--- config.mk ---
export PLATFORM = sky130hd
export DESIGN_NAME = dep_scoreboard
export DESIGN_NICKNAME = d
export VERILOG_FILES = /design/src/rtl/dep_scoreboard.sv
export SDC_FILE = /design/constraint.sdc
export NUM_CORES = 1
export LEC_CHECK = 0
export BUFFER_PORTS_ARGS = -buffer_cell sky130_fd_sc_hd__clkbuf_2
export CORE_MARGIN = 4
export CORE_UTILIZATION = 30
export CTS_CLUSTER_SIZE = 30
export DETAILED_ROUTE_END_ITERATION = 8
export REMOVE_ABC_BUFFERS = 1
export SETUP_SLACK_MARGIN = 0.05
export SLEW_MARGIN = 20
export SYNTH_ARGS = -nofsm -noshare
export SYNTH_HDL_FRONTEND = slang
export SYNTH_SLANG_ARGS = --single-unit
--- constraint.sdc ---
create_clock -name clk -period 2.7 [get_ports clk]
set_input_delay 0.675 -clock clk [delete_from_list [all_inputs] [get_ports clk]]
set_output_delay 0.675 -clock clk [all_outputs]
set_load 0.01 [all_outputs]
--- src/rtl/dep_scoreboard.sv ---
// dep_scoreboard: RAW hazard unit between decode and issue. Shadows DEPTH
// in-flight register writes and holds decode (valid/ready) while a source
// register has a pending write. Optional bypass: DEP_SCOREBOARD_BYPASS_EN.
// Ports: clk, rst (async high); issue_valid/issue_ready handshake; rs1, rs2,
// check_rs1, check_rs2, rd, reg_we from decode; flush; fwd_rs1, fwd_rs2;
// busy_mask; stall_count (saturating); deadlock_err (sticky watchdog).
module dep_scoreboard #(
  parameter int NUM_REGS    = 32,
  parameter int DEPTH       = 3,
  parameter int STALL_CNT_W = 16,
  localparam int ADDR_W     = $clog2(NUM_REGS)
) (
  input  logic                   clk,
  input  logic                   rst,
  input  logic                   issue_valid,
  output logic                   issue_ready,
  input  logic [ADDR_W-1:0]      rs1,
  input  logic [ADDR_W-1:0]      rs2,
  input  logic                   check_rs1,
  input  logic                   check_rs2,
  input  logic [ADDR_W-1:0]      rd,
  input  logic                   reg_we,
  input  logic                   flush,
  output logic                   fwd_rs1,
  output logic                   fwd_rs2,
  output logic [NUM_REGS-1:0]    busy_mask,
  output logic [STALL_CNT_W-1:0] stall_count,
  output logic                   deadlock_err
);

  localparam int WD_W = (DEPTH < 1) ? 1 : $clog2(DEPTH + 1);
  localparam logic [WD_W-1:0] WD_MAX = WD_W'(DEPTH);

  // Stages that can stall decode; the writeback stage drops out when bypassed.
`ifdef DEP_SCOREBOARD_BYPASS_EN
  localparam logic [DEPTH-1:0] ELIG =
    DEPTH'((64'd1 << (DEPTH - 1)) - 64'd1);
`else
  localparam logic [DEPTH-1:0] ELIG = '1;
`endif

  logic [DEPTH-1:0]  vld;
  logic [ADDR_W-1:0] rdq [DEPTH];
  logic [DEPTH-1:0]  m1;
  logic [DEPTH-1:0]  m2;
  logic              hazard;
  logic              fire;
  logic              load;
  logic              stall;
  logic [WD_W-1:0]   wd;

  assign fire  = issue_valid & issue_ready;
  assign load  = fire & reg_we & (rd != '0) & ~flush;
  assign stall = issue_valid & ~issue_ready & ~flush;

  always_comb begin
    m1 = '0;
    m2 = '0;
    for (int k = 0; k < DEPTH; k++) begin
      m1[k] = vld[k] && (rdq[k] == rs1) && check_rs1 && (rs1 != '0);
      m2[k] = vld[k] && (rdq[k] == rs2) && check_rs2 && (rs2 != '0);
    end
  end

  assign hazard      = |((m1 | m2) & ELIG);
  assign issue_ready = ~hazard;

`ifdef DEP_SCOREBOARD_BYPASS_EN
  // Bypass only when no younger write to the same register is in flight.
  assign fwd_rs1 = m1[DEPTH-1] & ~|(m1 & ELIG);
  assign fwd_rs2 = m2[DEPTH-1] & ~|(m2 & ELIG);
`else
  assign fwd_rs1 = 1'b0;
  assign fwd_rs2 = 1'b0;
`endif

  always_comb begin
    busy_mask = '0;
    for (int k = 0; k < DEPTH; k++)
      if (vld[k]) busy_mask[rdq[k]] = 1'b1;
  end

  // Shadow pipeline shifts every cycle; bubbles fill non-issue cycles.
  always_ff @(posedge clk or posedge rst) begin
    if (rst) begin
      vld <= '0;
      for (int k = 0; k < DEPTH; k++) rdq[k] <= '0;
    end else begin
      for (int k = DEPTH - 1; k > 0; k--) begin
        vld[k] <= vld[k-1] & ~flush;
        rdq[k] <= rdq[k-1];
      end
      vld[0] <= load;
      rdq[0] <= rd;
    end
  end

  always_ff @(posedge clk or posedge rst) begin
    if (rst) begin
      stall_count <= '0;
    end else if (stall && !(&stall_count)) begin
      stall_count <= stall_count + 1'b1;
    end
  end

  // A legal stall never outlasts DEPTH cycles; one more means deadlock.
  always_ff @(posedge clk or posedge rst) begin
    if (rst) begin
      wd           <= '0;
      deadlock_err <= 1'b0;
    end else if (!stall) begin
      wd <= '0;
    end else begin
      if (wd == WD_MAX) deadlock_err <= 1'b1;
      else              wd <= wd + 1'b1;
    end
  end

endmodule

After elaboration in Yosys (flattened, before gate mapping)
Index checks and enable logic that the tools add are counted.
{"block": "classes", "eq_ne": 8, "n_reduce_logical": 29, "mux": 11, "order_cmp": 6, "bitwise_logic": 13, "addsub": 2}
{"cell": "two-way mux 32 bit", "n": 3}
{"cell": "OR 32 bit", "n": 2}
{"cell": "equality test 5 bit", "n": 6}
{"cell": "logical AND 1 bit", "n": 22}
{"cell": "less-than comparator 5 x 6 -> 1 bit (second input constant)", "n": 3}
{"cell": "adder 16 x 1 -> 16 bit (second input constant)", "n": 1}
{"cell": "AND reduction 16 bit", "n": 1}
{"cell": "demux 1 bit (select 5 bit)", "n": 3}
{"cell": "greater-or-equal comparator 5 x 1 -> 1 bit (second input constant)", "n": 3}
{"cell": "nonzero test 5 bit", "n": 3}
{"cell": "AND 1 bit", "n": 8}
{"cell": "two-way mux 2 bit", "n": 2}
{"cell": "two-way mux 1 bit", "n": 3}
{"cell": "OR 3 bit", "n": 1}
{"cell": "OR reduction 3 bit", "n": 1}
{"cell": "adder 2 x 1 -> 2 bit (second input constant)", "n": 1}
{"cell": "equality test 2 bit (second input constant)", "n": 1}
{"cell": "inequality test 2 bit (second input constant)", "n": 1}
{"cell": "NOT 1 bit", "n": 2}
{"cell": "AND reduction 2 bit", "n": 1}
{"cell": "logical NOT 1 bit", "n": 1}
{"block": "totals", "out_inout_bits": 52, "in_bits": 22, "register_bits": 37, "word_cells": 76}

Depth between registers and ports, before layout
Gate-level depths: netlist (run 1).
{"block": "depth", "word_depth": 11, "mapped_depth": 9, "mapped_depth_nobuf": 7}

Worst setup path after synthesis (run 1)
No wires, ideal clock.
{"block": "synth_path", "kind": "input port to output port", "start": "in rs1[1]", "end": "out issue_ready", "path_slack_ps": 271, "path_buffers": 0, "stages": 4, "t_required_ps": 2025, "t_arrival_ps": 1754, "path_cell_list": "or4_1 > o21ai_0 > a31oi_2 > nor2_1"}
{"block": "synth_via", "elab_chain_cells": 7, "word_cells_on_any_way": 16, "cone_classes": "3 x eq/ne; 2 x bitwise; 11 x reduce/logical"}
{"element": "start, declared", "line": "17", "rtl": "input logic [ADDR_W-1:0] rs1,"}
{"element": "equality test 5 bit", "line": "60", "rtl": "m1[k] = vld[k] && (rdq[k] == rs1) && check_rs1 && (rs1 != '0);"}
{"element": "logical AND 1 bit (3 in a row)", "line": "60"}
{"element": "OR 3 bit (*)", "line": "65", "rtl": "assign hazard = |((m1 | m2) & ELIG);"}
{"element": "OR reduction 3 bit (*)", "line": "65"}
{"element": "NOT 1 bit (*)", "line": "66", "rtl": "assign issue_ready = ~hazard;"}
{"element": "end, declared", "line": "16", "rtl": "output logic issue_ready,"}
Mark *: on every way between the ends. The rest lies on a longest branch, timed or not.

Worst setup path after layout (run 1)
{"block": "layout_path", "start": "in rs1[4]", "end": "out issue_ready"}
The elaborated chain is that of the path after synthesis.

==> reports/results.ini, run 1 <==
[synthesis]
synth-async-reset-ratio = 1.00
yosysSeqAreaShare = 0.345
synthAdderAreaFrac = 0.00933
synthFlopType = dfrtp_1
synth_top_family_by_area = simple AND/OR/NAND/NOR gates
synth_top_area_share = 0.345
yosys.area_share.simple = 0.294
yosysWarnings = 0
synth.avg_cell_area_sq_um = 8.59
yosys-mux-area-fraction = 0.0163
synth_compound_area_frac = 0.123
synth.area.top_cells = dfrtp_1 (35%), nand2_1 (11%), xor2_1 (10%), a22oi_1 (8.4%), xnor2_1 (3.9%)
syn_area_sq_um = 2680
ys_ff_latch = 37
yosysMostFrequentCell = nand2_1
synth-edff-count = 0
synth.distinct_cells = 42
syn_inst = 312
synth_common_cells = nand2_1 (77), dfrtp_1 (37), xor2_1 (31)
synth_xor_area_frac = 0.147
yosysTopAreaCell = dfrtp_1

[final_layout]
antenna_cells = 0
nets = 415
area_growth_pct = 23.9
regArea_sq_um = 926
multi_input_area_sq_um = 1610
num-fill-cells = 911
instances_no_fill = 500
drive_above_1_share = 0.311

[global_route]
grt_pass1_vias = 2515
grtUsageTotal = 0.155
overflow = 0
grt_max_degree = 38
grt_pass1_wl_mm = 12.9
antenna_found_initial = 0

[power_and_ir_drop]
clock_power_share = 0.332
p_sw_frac = 0.286
peakVddDrop_mv = 0.216
p_int_mw = 0.815
p_leak_nw = 1.72
combPwrFrac = 0.146
p_per_area_nw_per_um2 = 344
seq_power_share = 0.522
p_sw_mw = 0.327

[drt]
wire_per_inst_um = 16.3
drc = 0
dr.pass1.iters = 5
drtIter0Drc = 172
viasPerCell = 5.20
drt_wl_total_mm = 8.17
vias = 2599
antenna_left = 0

[clock_tree]
cts-root-buf = clkbuf_8
clkSlewWorstSetupHoldPaths_ns = 0.07
cts-hold-fix-buffers = 0
cts.sinks = 37
htreeDepth = 2
insertion_delay_ns = 0.29
cts_tree = built
numCtsBuffers = 5
post-cts-setup-buffer-count = 0
clock_path_buffers = 2

[floorplanning]
start_util = 0.307
row_count = 34
fp.dieH_um = 103
dieWidth_um = 103
die_area_sq_um = 10500
num_io_pins = 74
core_sq_um = 8720

[worst_setup_path]
cp-end-kind = output pin
worstPathRequired_ns = 2.03
cp.arrival_ns = 1.95
cp_max_fo = 4
crit_type = in -> out
critPathLaunchType = input port

[status]
status = completed

[job]
maxCapViolCount = 0

[sta]
slew_viol_final = 0
finalSetupViolCount = 0
period_needed_ns = 2.63
hold_viol = 0
clock_skew_ns = 0.00740
max_freq_ghz = 0.381
rsz0062_at_grt = true
setup_tns_ns = 0
min_period_over_period = 0.973

[placement]
globalplace.congestion = 0.908
dp_cells = 492
portBuffers = 71
dp_hpwl_mm = 6.02

[hold_path]
hp-class = in -> async

timing repair:
action / 4_1_cts / 5_1_grt
endpoints found under the setup margin: 1 / 1
resized for setup: 2 / 4
pin swaps: 0 / 0
final cells by class:
type                       instances  share of cell area
timing repair buffer              95               0.165
clock buffer                       5              0.0207
tap                              108              0.0407
multi-input combinational        248               0.485
sequential                        37               0.279
inverter                           4             0.00452
clock inverter                     3             0.00527
worst max-delay path: stages:
cell and delay, ns:
clkbuf_2 0.13, xor2_1 0.18, nor4_2 0.32, nand3_1 0.13, a31oi_2 0.29, nor2_2 0.09
clkbuf_2 0.14
metrics by stage:
| step | cell area (sq um) | setup slack, ns | hold slack, ns | utilization | power (mW) |
|---|---|---|---|---|---|
| 6_report | 3320 | 0.0737 | 0.478 | 0.381 | 1.14 |
| 5_1_grt | 3320 | 0.0254 | 0.503 | 0.381 | 1.20 |
| 4_1_cts | 3300 | 0.0754 | 0.496 | 0.378 | 1.15 |
| 3_5_place_dp | 3210 | -0.0380 | 0.485 | 0.368 | 0.768 |
| 3_3_place_gp | 3210 | 0.00702 | 0.489 | 0.368 | 0.765 |
| 2_1_floorplan | 2530 | 0.271 | 0.472 | - | 0.686 |
state kept, by name, summed over array words and instances (netlist names):
signal and flops:
deadlock_err 1, rdq 15, stall_count 16, vld 3, wd 2
worst paths after layout:
path                          from              end  slack [ns]  cells past startpoint
hold / removal                 rst   stall_count[2]        0.48                      3
hold reg to reg             rdq[9]           rdq[4]        0.50                      0
max in group asynchronous      rst           rdq[9]        1.89                      3
min in group clk            rdq[9]           rdq[4]        0.50                      0
setup / recovery            rs1[4]      issue_ready        0.07                      7
setup reg to reg           rdq[12]  stall_count[15]        0.40                      8
cells in the final DEF, fill, tap and decap left out, types with 2 or more instances in the layout:
| master | n |
|---|---|
| a222oi_1 | 2 |
| a22oi_1 | 30 |
| a31oi_2 | 2 |
| and3_1 | 10 |
| and3_2 | 2 |
| and3b_1 | 6 |
| buf_4 | 23 |
| clkbuf_2 | 71 |
| clkbuf_8 | 5 |
| clkinv_2 | 2 |
| conb_1 | 2 |
| dfrtp_1 | 37 |
| ha_1 | 2 |
| inv_1 | 4 |
| mux2_2 | 3 |
| nand2_1 | 77 |
| nand3_1 | 12 |
| nor2_1 | 10 |
| nor2b_1 | 2 |
| nor3_1 | 6 |
| nor3b_1 | 12 |
| nor4_1 | 4 |
| nor4_2 | 4 |
| o21ai_2 | 2 |
| or4_1 | 3 |
| xnor2_1 | 12 |
| xor2_1 | 31 |
cells by family (layout without fill, tap and decap cells):
logic type | after synthesis | after routing
fa+ha+maj | 2 | 2
xor+xnor | 44 | 44
simple gates | 155 | 155
other cells | 1 | 2
compound gates | 41 | 41
buf+inv | 28 | 107
flops | 37 | 37
mux | 4 | 4
metal layers:
layer	share of wire	up-vias	GRT usage	wire [um]
li1	-	1235	-	-
met1	0.45	1236	0.221	3710
met2	0.45	121	0.242	3720
met3	0.087	7	0.0318	708
met4	0.0044	0	0.0404	36
met5	0	-	0	0
power groups by stage:
stage | combinational, mW | sequential (mW) | clock, mW
after floorplan | 0.0807 | 0.606 | 0
after global placement | 0.159 | 0.607 | 0
after detailed placement | 0.161 | 0.608 | 0
after CTS | 0.161 | 0.597 | 0.391
after global routing | 0.183 | 0.599 | 0.419
final | 0.167 | 0.596 | 0.380
Power figures use the tool's default switching activity.
==> inputs of run 2 (changes only) <==
--- a/config.mk
+++ b/config.mk
@@ -6,6 +6,7 @@
 export NUM_CORES = 1
 export LEC_CHECK = 0
 export BUFFER_PORTS_ARGS = -buffer_cell sky130_fd_sc_hd__clkbuf_2
+export CORE_ASPECT_RATIO = 0.75
 export CORE_MARGIN = 4
 export CORE_UTILIZATION = 30
 export CTS_CLUSTER_SIZE = 30
==> reports/results.ini, run 2 (synthesis gave the netlist of run 1 again) <==
[placement]
dp_hpwl_mm = 6.26
post-place-ws_ns = -0.0143
portBuffers = 71
globalplace.congestion = 0.878
dp_cells = 488
place_area_sq_um = 3180

[global_route]
grt_max_degree = 38
grt_pass1_vias = 2493
grt_pass1_wl_mm = 13.0
grtUsageTotal = 0.153
antenna_found_initial = 0
overflow = 0

[hold_path]
hp-class = reg -> reg
min_path_cells = 1
hold_start = deadlock_err
hold_end = deadlock_err

[clock_tree]
htreeDepth = 2
insertion_delay_ns = 0.28
cts_tree = built
cts-hold-fix-buffers = 0
numCtsBuffers = 5
clock_path_buffers = 2
clkSlewWorstSetupHoldPaths_ns = 0.05
cts.sinks = 37
cts-root-buf = clkbuf_16

[status]
status = completed

[worst_setup_path]
path_buf_inv = 2
worstPathRequired_ns = 2.03
r2r_cells = 9
cp_slowest_cell = nor4_1
worst_path_largest_cell_delay_ns = 0.37
cp.arrival_ns = 1.94
critical_path.top_delay_family = simple AND/OR/NAND/NOR gates
rrSetupSlack_ns = 0.24
worstPathCellList = buf_2, xor2_1, nor4_1, nand3_1, a31oi_4, nor2_4, buf_6
cp-end-kind = output pin
critPathLaunchType = input port
r2r_end = stall_count[15]
cp_max_fo = 4
crit_type = in -> out
r2r_start = rdq[8]

[sta]
min_period_over_period = 0.968
hold_viol = 0
setup_tns_ns = 0
period_needed_ns = 2.61
rsz0062_at_grt = true
clock_skew_ns = 0.00388
finalSetupViolCount = 0
setup_ws_ns = 0.0858
worst_slew_pin_slew_ns = 0.683
slew_viol_final = 0
worst_slew_margin_rel = 0.543
max_freq_ghz = 0.383

[floorplanning]
fp.dieH_um = 89.9
row_count = 29
core_sq_um = 8600
start_util = 0.312
dieWidth_um = 117
num_io_pins = 74
die_area_sq_um = 10500

[power_and_ir_drop]
p_per_area_nw_per_um2 = 421
p_leak_nw = 1.75
peakVddDrop_mv = 0.227
power.total_mw = 1.44

[final_layout]
largest_register = stall_count
top_regs = stall_count: 16 flops, rdq: 15 flops, vld: 3 flops
layout_common_cells = nand2_1 (77), clkbuf_2 (69), dfrtp_1 (36), xor2_1 (31), a22oi_1 (30)
multi_input_area_sq_um = 1620
largest_reg_flops = 16
post-route-cell-area_sq_um = 3420
num-fill-cells = 867
instances_no_fill = 498
nets = 413
antenna_cells = 0
area_growth_pct = 27.4
final_common_cell = nand2_1
drive_above_1_share = 0.308
regArea_sq_um = 927

[drt]
vias = 2589
viasPerCell = 5.20
antenna_left = 0
wire_per_inst_um = 16.2
dr.pass1.iters = 5
drc = 0
drtIter0Drc = 187
drt_wl_total_mm = 8.07

[job]
maxCapViolCount = 0

run 2: layer usage:
metal  GRT usage  vias to the layer above  share of wire
li1            -                     1239              -
met1       0.228                     1237           0.46
met2       0.226                      103           0.45
met3      0.0295                       10          0.077
met4      0.0411                        0         0.0083
met5           0                        -              0
run 2: power breakdown:
part           switching (mW)  internal [mW]
Combinational          0.0900         0.0685
Sequential             0.0328          0.570
Clock                   0.215          0.461
run 2: stage by stage:
| stage | hold slack [ns] | utilization |
|---|---|---|
| 2_1_floorplan | 0.472 | - |
| 3_3_place_gp | 0.473 | 0.370 |
| 3_5_place_dp | 0.480 | 0.370 |
| 4_1_cts | 0.496 | 0.390 |
| 5_1_grt | 0.510 | 0.397 |
| 6_report | 0.481 | 0.397 |
run 2: worst max path at each step:
| stage | from | cells after the start | endpoint | slack (ns) |
|---|---|---|---|---|
| after global placement | rs1[2] | 6 | issue_ready | 0.006 |
| after floorplan | rs1[1] | 4 | issue_ready | 0.27 |
| after CTS | rs2[3] | 7 | issue_ready | 0.09 |
| after detailed placement | rs1[2] | 6 | issue_ready | -0.01 |
| after global routing | rs2[2] | 8 | issue_ready | -0.02 |
| final | rs2[3] | 7 | issue_ready | 0.09 |
run 2: cell type report:
class	count	share of cell area
inverters	4	0.00440
multi-input cells	248	0.475
repair buffers	93	0.159
well taps	108	0.0396
flip-flops and latches	37	0.271
clock inverters	1	0.00879
clock buffers	7	0.0418
run 2: timing repair:
| action | in CTS | in global routing |
|---|---|---|
| resized for setup | 2 | 11 |
| cloned | 0 | 0 |
| buffers inserted | 0 | 2 |
| pin swaps | 0 | 5 |
| hold endpoints to repair | 0 | 0 |
| endpoints found under the setup margin | 1 | 9 |
